[config.mk]
export PLATFORM = sky130hd
export DESIGN_NAME = scu_dma_ram
export DESIGN_NICKNAME = d
export VERILOG_FILES = /design/src/rtl/scu_pkg.sv /design/src/rtl/scu_rr_arb.sv /design/src/rtl/scu_dma_ram.sv
export SDC_FILE = /design/constraint.sdc
export NUM_CORES = 1
export LEC_CHECK = 0
export BUFFER_PORTS_ARGS = -buffer_cell sky130_fd_sc_hd__buf_2
export CORE_ASPECT_RATIO = 1.1
export CORE_UTILIZATION = 30
export DETAILED_ROUTE_END_ITERATION = 12
export PLACE_DENSITY_LB_ADDON = 0.3
export SYNTH_ARGS = -nofsm -noshare
export SYNTH_HDL_FRONTEND = slang
export SYNTH_HIERARCHICAL = 1
export SYNTH_SLANG_ARGS = --single-unit
[constraint.sdc]
create_clock -name CLK -period 8.3 [get_ports CLK]
set_input_delay 1.245 -clock CLK [delete_from_list [all_inputs] [get_ports CLK]]
set_output_delay 1.245 -clock CLK [all_outputs]
set_load 0.02 [all_outputs]
[src/rtl/scu_pkg.sv]
// Shared types and limits for the SCU DMA RAM block.
package scu_pkg;

  typedef enum logic [1:0] {
    ST_IDLE = 2'd0,
    ST_WAIT = 2'd1,
    ST_DONE = 2'd2
  } scu_state_e;

  localparam int unsigned CH_MIN  = 1;
  localparam int unsigned CH_MAX  = 8;
  localparam int unsigned LAT_MIN = 1;
  localparam int unsigned LAT_MAX = 8;

  // Wait counter holds at most LAT_MAX-1.
  localparam int unsigned CNT_W = $clog2(LAT_MAX);

  // Number of words carrying a non-zero power-up image.
  localparam int unsigned INIT_WORDS = 4;

  // Power-up image of word idx: nibble (idx+1) replicated, zero beyond INIT_WORDS.
  // Callers truncate to their data width.
  function automatic logic [255:0] init_word(input int unsigned idx);
    logic [3:0] nib;
    nib = 4'(idx + 1);
    return (idx < INIT_WORDS) ? {64{nib}} : '0;
  endfunction

endpackage

[src/rtl/scu_rr_arb.sv]
// Round-robin arbiter: search starts at the channel after the last grant.
module scu_rr_arb #(
  parameter int CH = 2,
  parameter int IW = (CH > 1) ? $clog2(CH) : 1
) (
  input  logic          clk_i,
  input  logic          rst_ni,
  input  logic          en_i,
  input  logic [CH-1:0] req_i,
  output logic [CH-1:0] gnt_o,
  output logic [IW-1:0] idx_o,
  output logic          valid_o
);

  logic [IW-1:0] ptr_q;
  logic [IW-1:0] cand;

  // Pick the first requesting channel at or after the pointer, wrapping.
  always_comb begin
    gnt_o   = '0;
    idx_o   = '0;
    valid_o = 1'b0;
    cand    = '0;
    for (int i = 0; i < CH; i++) begin
      cand = IW'((int'(ptr_q) + i) % CH);
      if (!valid_o && req_i[cand]) begin
        valid_o     = 1'b1;
        idx_o       = cand;
        gnt_o[cand] = 1'b1;
      end
    end
  end

  // Advance the pointer past the winner only when a grant is actually taken.
  always_ff @(posedge clk_i or negedge rst_ni) begin
    if (!rst_ni) begin
      ptr_q <= '0;
    end else if (en_i && valid_o) begin
      ptr_q <= (idx_o == IW'(CH - 1)) ? '0 : idx_o + 1'b1;
    end
  end

endmodule

[src/rtl/scu_dma_ram.sv]
// Multi-channel DMA RAM responder with round-robin arbitration.
// Handshake: a channel holds REQ high with WR/A/DI/BE stable until granted;
// the operands are latched at the grant edge. ACK for that channel is high for
// exactly one CE_R period, and DO is valid while it is high. ACK becomes visible
// after the LAT-th enabled edge counting the grant edge (LAT=1: the cycle after
// the request is seen). A REQ still high when the block is back in IDLE is a
// new request.
module scu_dma_ram
  import scu_pkg::*;
#(
  parameter int DW  = 32,
  parameter int AW  = 4,
  parameter int CH  = 2,
  parameter int LAT = 1
) (
  input  logic               CLK,
  input  logic               RST_N,
  input  logic               CE_R,
  input  logic [CH-1:0]      REQ,
  input  logic [CH-1:0]      WR,
  input  logic [CH*AW-1:0]   A,
  input  logic [CH*DW-1:0]   DI,
  input  logic [CH*DW/8-1:0] BE,
  output logic [DW-1:0]      DO,
  output logic [CH-1:0]      ACK,
  output logic               BUSY,
  output scu_state_e         dbg_state_o
);

  localparam int BW    = DW / 8;
  localparam int DEPTH = 2 ** AW;
  localparam int IW    = (CH > 1) ? $clog2(CH) : 1;

  scu_state_e       state_q;
  logic [CNT_W-1:0] cnt_q;
  logic [IW-1:0]    ch_q;
  logic             wr_q;
  logic [AW-1:0]    addr_q;
  logic [DW-1:0]    wdata_q;
  logic [BW-1:0]    be_q;
  logic [DW-1:0]    do_q;
  logic [CH-1:0]    ack_q;
  logic             busy_q;

  // Each word is stored XORed with its power-up image, so an all-zero array
  // (the state RAM powers up in) reads back as the required initial contents
  // without any reset-time clearing.
  logic [DW-1:0]    mem_q [DEPTH];

  logic             arb_en;
  logic             gnt_valid;
  logic [CH-1:0]    gnt;
  logic [IW-1:0]    gnt_idx;

  assign arb_en = CE_R && (state_q == ST_IDLE);

  scu_rr_arb #(.CH(CH), .IW(IW)) u_arb (
    .clk_i  (CLK),
    .rst_ni (RST_N),
    .en_i   (arb_en),
    .req_i  (REQ),
    .gnt_o  (gnt),
    .idx_o  (gnt_idx),
    .valid_o(gnt_valid)
  );

  logic          in_wr;
  logic [AW-1:0] in_addr;
  logic [DW-1:0] in_wdata;
  logic [BW-1:0] in_be;

  assign in_wr    = WR[gnt_idx];
  assign in_addr  = A[int'(gnt_idx) * AW +: AW];
  assign in_wdata = DI[int'(gnt_idx) * DW +: DW];
  assign in_be    = BE[int'(gnt_idx) * BW +: BW];

  logic          acc_go;
  logic          acc_wr;
  logic [AW-1:0] acc_addr;
  logic [DW-1:0] acc_wdata;
  logic [BW-1:0] acc_be;
  logic [DW-1:0] init_pat;

  // Access happens on the grant edge when LAT=1 (live operands), otherwise on
  // the last WAIT edge using the latched operands.
  always_comb begin
    acc_go    = 1'b0;
    acc_wr    = wr_q;
    acc_addr  = addr_q;
    acc_wdata = wdata_q;
    acc_be    = be_q;
    if (CE_R) begin
      if (state_q == ST_IDLE && gnt_valid && LAT == 1) begin
        acc_go    = 1'b1;
        acc_wr    = in_wr;
        acc_addr  = in_addr;
        acc_wdata = in_wdata;
        acc_be    = in_be;
      end else if (state_q == ST_WAIT && cnt_q == CNT_W'(1)) begin
        acc_go = 1'b1;
      end
    end
  end

  assign init_pat = DW'(init_word(32'(acc_addr)));

  // Byte-masked write port of the single RAM; no reset so contents survive RST_N.
  always_ff @(posedge CLK) begin
    if (acc_go && acc_wr) begin
      for (int b = 0; b < BW; b++) begin
        if (acc_be[b]) mem_q[acc_addr][b*8 +: 8] <= acc_wdata[b*8 +: 8] ^ init_pat[b*8 +: 8];
      end
    end
  end

  // Access FSM: grant/latch, count wait cycles, strobe ACK, return to IDLE.
  always_ff @(posedge CLK or negedge RST_N) begin
    if (!RST_N) begin
      state_q <= ST_IDLE;
      cnt_q   <= '0;
      ch_q    <= '0;
      wr_q    <= 1'b0;
      addr_q  <= '0;
      wdata_q <= '0;
      be_q    <= '0;
      do_q    <= '0;
      ack_q   <= '0;
      busy_q  <= 1'b0;
    end else if (CE_R) begin
      if (acc_go && !acc_wr) do_q <= mem_q[acc_addr] ^ init_pat;
      unique case (state_q)
        ST_IDLE: begin
          if (gnt_valid) begin
            ch_q    <= gnt_idx;
            wr_q    <= in_wr;
            addr_q  <= in_addr;
            wdata_q <= in_wdata;
            be_q    <= in_be;
            cnt_q   <= CNT_W'(LAT - 1);
            busy_q  <= 1'b1;
            if (LAT == 1) begin
              state_q <= ST_DONE;
              ack_q   <= gnt;
            end else begin
              state_q <= ST_WAIT;
            end
          end
        end
        ST_WAIT: begin
          if (cnt_q == CNT_W'(1)) begin
            state_q <= ST_DONE;
            cnt_q   <= '0;
            ack_q   <= CH'(1) << ch_q;
          end else begin
            cnt_q <= cnt_q - 1'b1;
          end
        end
        ST_DONE: begin
          state_q <= ST_IDLE;
          ack_q   <= '0;
          busy_q  <= 1'b0;
        end
        default: state_q <= ST_IDLE;
      endcase
    end
  end

  assign DO          = do_q;
  assign ACK         = ack_q;
  assign BUSY        = busy_q;
  assign dbg_state_o = state_q;

endmodule

==> results of run 1 <==
cells in the mapped netlist, types with 2 or more instances:
master	n
edfxtp_1	512
nand2_1	312
mux2i_1	78
dfrtp_1	76
o21ai_0	71
nand3_1	56
and3_1	55
mux4_2	53
clkbuf_1	49
nor2_1	38
a31oi_1	32
buf_2	31
a21oi_1	29
xnor2_1	24
xor2_1	16
buf_4	13
o2111ai_1	12
a221oi_1	11
a32oi_1	10
inv_1	10
a311oi_1	8
o211ai_1	8
or3_1	7
buf_1	6
nor2b_1	6
nor3_1	6
o211ai_2	6
o21ai_1	6
a211oi_1	5
a21boi_0	5
ha_1	4
a32o_1	3
and2_1	3
mux2_2	3
nand2b_1	3
a21o_1	2
a22oi_1	2
a41oi_1	2
buf_6	2
inv_2	2
nand3b_1	2
o21a_1	2
o22ai_1	2
o2bb2ai_1	2
layer usage:
layer | vias to the layer above | global-route usage
met4 | 0 | 0.0475
met2 | 502 | 0.249
met1 | 6899 | 0.219
li1 | 6282 | -
met3 | 96 | 0.0247
met5 | - | 0
layout make-up:
type,instances,area (sq um),area share
flip-flops and latches,588,17300,0.628
multi-input cells,899,6120,0.223
clock buffers,84,1670,0.0608
well taps,1045,1310,0.0475
repair buffers,152,851,0.0309
clock inverters,25,223,0.00810
inverters,12,47.5,0.00173
diodes,1,2.50,0.0000910
power by group:
part	switching (W)	internal [W]	leakage (nW)
Combinational	0.00138	0.000584	3.19
Sequential	0.0000909	0.00368	5.56
Clock	0.00110	0.00152	0.923
Total	0.00257	0.00578	9.67
how the worst max path moves through the flow:
| stage | start | endpoint | slack (ps) |
|---|---|---|---|
| floorplan | REQ[1] | mem_q[0][10] | 4010 |
| global placement | REQ[0] | mem_q[8][22] | 2490 |
| detailed placement | REQ[0] | mem_q[10][22] | 2280 |
| CTS | REQ[1] | mem_q[10][22] | 2920 |
| global route | REQ[1] | mem_q[15][18] | 2560 |
| finish | REQ[1] | mem_q[10][22] | 2990 |
sequential cells by signal, summed over array words and instances (netlist names), named ones only:
| signal | flops |
|---|---|
| addr_q | 4 |
| ACK | 2 |
| mem_q | 512 |
| DO | 32 |
| wdata_q | 32 |
| dbg_state_o | 1 |
| be_q | 4 |
worst min-delay path: stages (launching register included):
cell and delay, ps:
dfrtp_1 320, nand2_1 50, o21ai_0 60
per-stage QoR:
stage / util / setup WS [ps] / hold WS (ps)
floorplan: - / 4010 / 439
global placement: 0.325 / 2490 / 450
detailed placement: 0.325 / 2280 / 460
CTS: 0.349 / 2920 / 474
global route: 0.349 / 2560 / 480
finish: 0.349 / 2990 / 470
cells by family after synthesis:
| family | after synthesis | synth area share |
|---|---|---|
| AO/OA/AOI/OAI | 225 | 0.0621 |
| XOR/XNOR | 40 | 0.0147 |
| adder cells (fa/ha/maj) | 4 | 0.00210 |
| buffers and inverters | 113 | 0.0221 |
| flip-flops | 588 | 0.724 |
| multiplexers | 135 | 0.0851 |
| other | 1 | 0.000157 |
| AND/OR/NAND/NOR | 494 | 0.0898 |
==> run metrics, run 1 <==
Final TNS setup=0 ps; Bufs and invs on worst path=3; htree depth=2; placed instance area=~26000 sq um; grt ovf=0; clk_skew=21.8 ps; DRT antenna net count=0; Post-synth ARST share=0.129; Post-Layout Cell Count=roughly 2800; CP max stage delay=1170 ps; Area Overhead vs Synth=15.2%; Final Wtd Congestion=between 0.7 and 0.8; RR Endpoint=mem_q[10][22]; layout cells sized above 1=0.176; synthesis-stage register bit count=588; CTS Hold Bufs=0; Hold Path Origin=wdata_q[31]; worst vdd ir=about 160 uV; Synth top area share=0.644; clk sink count=588; Hold EP=wdata_q[31]; Final Hold Violating Endpoints=0; die width=between 200 and 300 um; Hold Path Stages=2; DR WL met2=29.7 mm; clock root cell=clkbuf_16; WL met1=roughly 28 mm; crit-path cells=buf_2, a21boi_4, mux2i_1, nand2_1, o21ai_4, inv_2, buf_4, ha_1, nand2_1, xnor2_1; R2R Setup Slk=3270 ps; pin count of the biggest net entering global routing=about 120; Post-CTS Repair Setup Buffers=0; design area=27500 sq um; top cells by area, synth=edfxtp_1, dfrtp_1, mux4_2; met3 WL=~3.7 mm; global-route wire length before repair=93.7 mm; cts bufs inserted=a little under 60; Synth cell types=59; Critical Path Most Common Cell=nand2_1; path depth of the worst reg2reg path=10; ys flop type=edfxtp_1; Die Y=approximately 300 um; Finish-stage setup viols=0; status=finished, final reports clean; PortBufs=roughly 120; Worst-Margin Slew=approximately 1400 ps; max layer used=met4; Crit Path Max Fanout=44; RSZ-0062 raised after global routing=no; required time worst endpoint=about 8500 ps; Synth area leader=edfxtp_1; initial antenna violation count=1; Tmin final=5310 ps; starting density of the core=0.303; Fillers=7536; Placed Instances=2696; CTS clk-pin slew, worst paths=about 60 ps; crit end category=flop; WL/cell=between 20 and 25 um; Core ar.=78800 sq um; sequential-to-total area share from yosys stat=0.724; final slew viol count=0; yosys warns=6; Rows=between 100 and 150; Synthesized Nets=about 1700; CP max-delay cell=xnor2_1; Arrival @ worst endpoint=between 5000 and 6000 ps; EDFF count, synth=512; vias in the first global route=~14000; vias per inst=between 4 and 5; Initial DRC Count=1259; final WL=about 63 mm; pwr dens=between 300 and 400 nW/um^2; 1st-pass router iterations=5; Vias=13800; max_cap viols=0; die area=between 80000 and 90000 sq um; most common cell after layout, fill and taps aside=edfxtp_1; WP depth=10; Max-slew headroom=0.0919; Crit path max-delay family=XOR/XNOR gates; fmax=~190 MHz; average size of a mapped cell=about 15 sq um; critical path type=input port to flop; fin nets=around 1800; commonest non-fill, non-tap cells in the layout=edfxtp_1, nand2_1, buf_2, mux2i_1, dfrtp_1; period utilization=0.640; Ports=roughly 120; Post-Synthesis Cell Area=23900 sq um; GRT Total Usage=0.156; CP Launch Type=input port; Static Leakage=roughly 9.7 nW; DP Wirelength=between 30 and 40 mm; DRC viols=0; Syn Inst Count=1600; TritonCTS clock tree=built; Longest Clk Path Bufs=3; clock latency at the later pin of the worst-skew pair=620 ps; post-CTS sizing=0; overall power=~0.0084 W; Hold WC Path Type=flop to flop
No activity file was read; power rests on OpenSTA's default activity.
==> run 2, diff against run 1 <==
clock period = 4.7 ns   (was 8.3 ns; I/O delays follow)
==> run 2 against run 1 <==
Flip-flop and latch count is the same. Highest routed layer unchanged. Wire length grew 0.50%. Largest cell class unchanged. Sequential share of layout area shrank 1.0 points. Largest power group unchanged.
==> run metrics, run 2 (same netlist as run 1, synthesis figures left out) <==
status=finished, final reports clean; clock root cell=clkbuf_16; Final WS setup=roughly 1000 ps; critical path type=flop to flop; fmax=273 MHz; register area=~17000 sq um; fin nets=between 1500 and 2000; WL/cell=between 20 and 25 um; PortBufs=122; number of flip-flops in the largest register=roughly 510; final slew viol count=0; max_cap viols=0; DP Wirelength=a little over 40 mm; Area Overhead vs Synth=17.1%; pwr dens=between 500 and 600 nW/um^2; R2R Setup Slk=1040 ps; Die Y=298 um; design area=about 28000 sq um; DRT antenna net count=0; Rows=about 110; GRT Total Usage=0.157; worst vdd ir=about 360 uV; Static Leakage=between 9 and 10 nW; layout cells sized above 1=0.205; cts bufs inserted=56; grt ovf=0; Core ar.=78800 sq um; placed instance area=~26000 sq um; starting density of the core=0.303; vias per inst=between 4 and 5; Ports=between 100 and 150; Crit Path Max Fanout=23; die width=271 um; crit end category=flop; overall power=0.0148 W; global-route wire length before repair=~94 mm; TritonCTS clock tree=built; clock latency at the later pin of the worst-skew pair=610 ps; required time worst endpoint=between 5000 and 6000 ps; most common cell after layout, fill and taps aside=edfxtp_1; clk_skew=between 10 and 15 ps; Worst-Margin Slew=1130 ps; Longest Clk Path Bufs=3; clk sink count=between 500 and 600; Max-slew headroom=0.241; Post-CTS Repair Setup Buffers=0; period utilization=0.779; Final Hold Violating Endpoints=0; post-CTS sizing=0; Arrival @ worst endpoint=around 4000 ps; Final TNS setup=0 ps; Finish-stage setup viols=0; multi-input logic area=roughly 6000 sq um; Tmin final=around 3700 ps; Final Wtd Congestion=0.791; CP Launch Type=flop; CTS clk-pin slew, worst paths=roughly 60 ps; vias in the first global route=14200; initial antenna violation count=1; Fin Hold WS=between 200 and 250 ps; pin count of the biggest net entering global routing=about 110; die area=slightly above 80000 sq um; Setup WS pre-CTS=~500 ps; path depth of the worst reg2reg path=8; RSZ-0062 raised after global routing=no; htree depth=2; Hold WC Path Type=input port to asynchronous set/reset pin; Initial DRC Count=959; CTS Hold Bufs=0; Fillers=between 7000 and 8000; commonest non-fill, non-tap cells in the layout=edfxtp_1, nand2_1, buf_2, buf_4, mux2i_1; RR Endpoint=mem_q[2][17]; Vias=~14000; 1st-pass router iterations=5; Most flops, register=mem_q; final WL=63.6 mm; Reg-to-Reg Start=dbg_state_o[1]; DRC viols=0
[run 2: worst max-delay path by stage]
stage                   startpoint           end  slack (ps)  depth (start not counted)
floorplan                   REQ[1]  mem_q[0][10]         950                         12
global route        dbg_state_o[1]   mem_q[2][9]         830                          8
detailed placement          REQ[0]  mem_q[11][9]         500                          8
finish              dbg_state_o[1]  mem_q[2][17]        1040                          8
CTS                 dbg_state_o[1]   mem_q[3][9]        1040                          6
global placement            REQ[0]  mem_q[12][9]         610                          8
[run 2: through the flow]
stage	utilization	instances
after floorplan	-	1600
after global placement	0.331	2758
after detailed placement	0.331	2758
after CTS	0.355	2861
after global routing	0.355	2863
final	0.355	2864
[run 2: area by class of cell]
class	count	area share
timing repair buffer	216	0.0490
multi-input combinational	899	0.219
sequential	588	0.618
clock inverter	35	0.0128
inverter	12	0.00170
tap	1045	0.0468
clock buffer	68	0.0525
antenna	1	0.0000895
[run 2: metal layers]
layer,part of all wire,vias up,global-route usage
met4,0.027,0,0.0467
met3,0.061,92,0.0269
met2,0.48,503,0.258
li1,-,6383,-
met1,0.43,7101,0.213
met5,0,-,0
[run 2: report_power, final]
part / switching, W / internal [W] / leakage [nW]
clock: 0.00193 / 0.00260 / 0.880
sequential: 0.000177 / 0.00649 / 5.56
combinational: 0.00248 / 0.00117 / 3.53
total: 0.00459 / 0.0103 / 9.97
[run 2: critical path, cell delays in order (launching register included)]
cell	delay (ps)
dfrtp_1	430
and3b_1	610
nand2_1	340
o21ai_4	170
buf_4	390
ha_1	580
nand2_1	410
nor2_1	210
buf_4	220
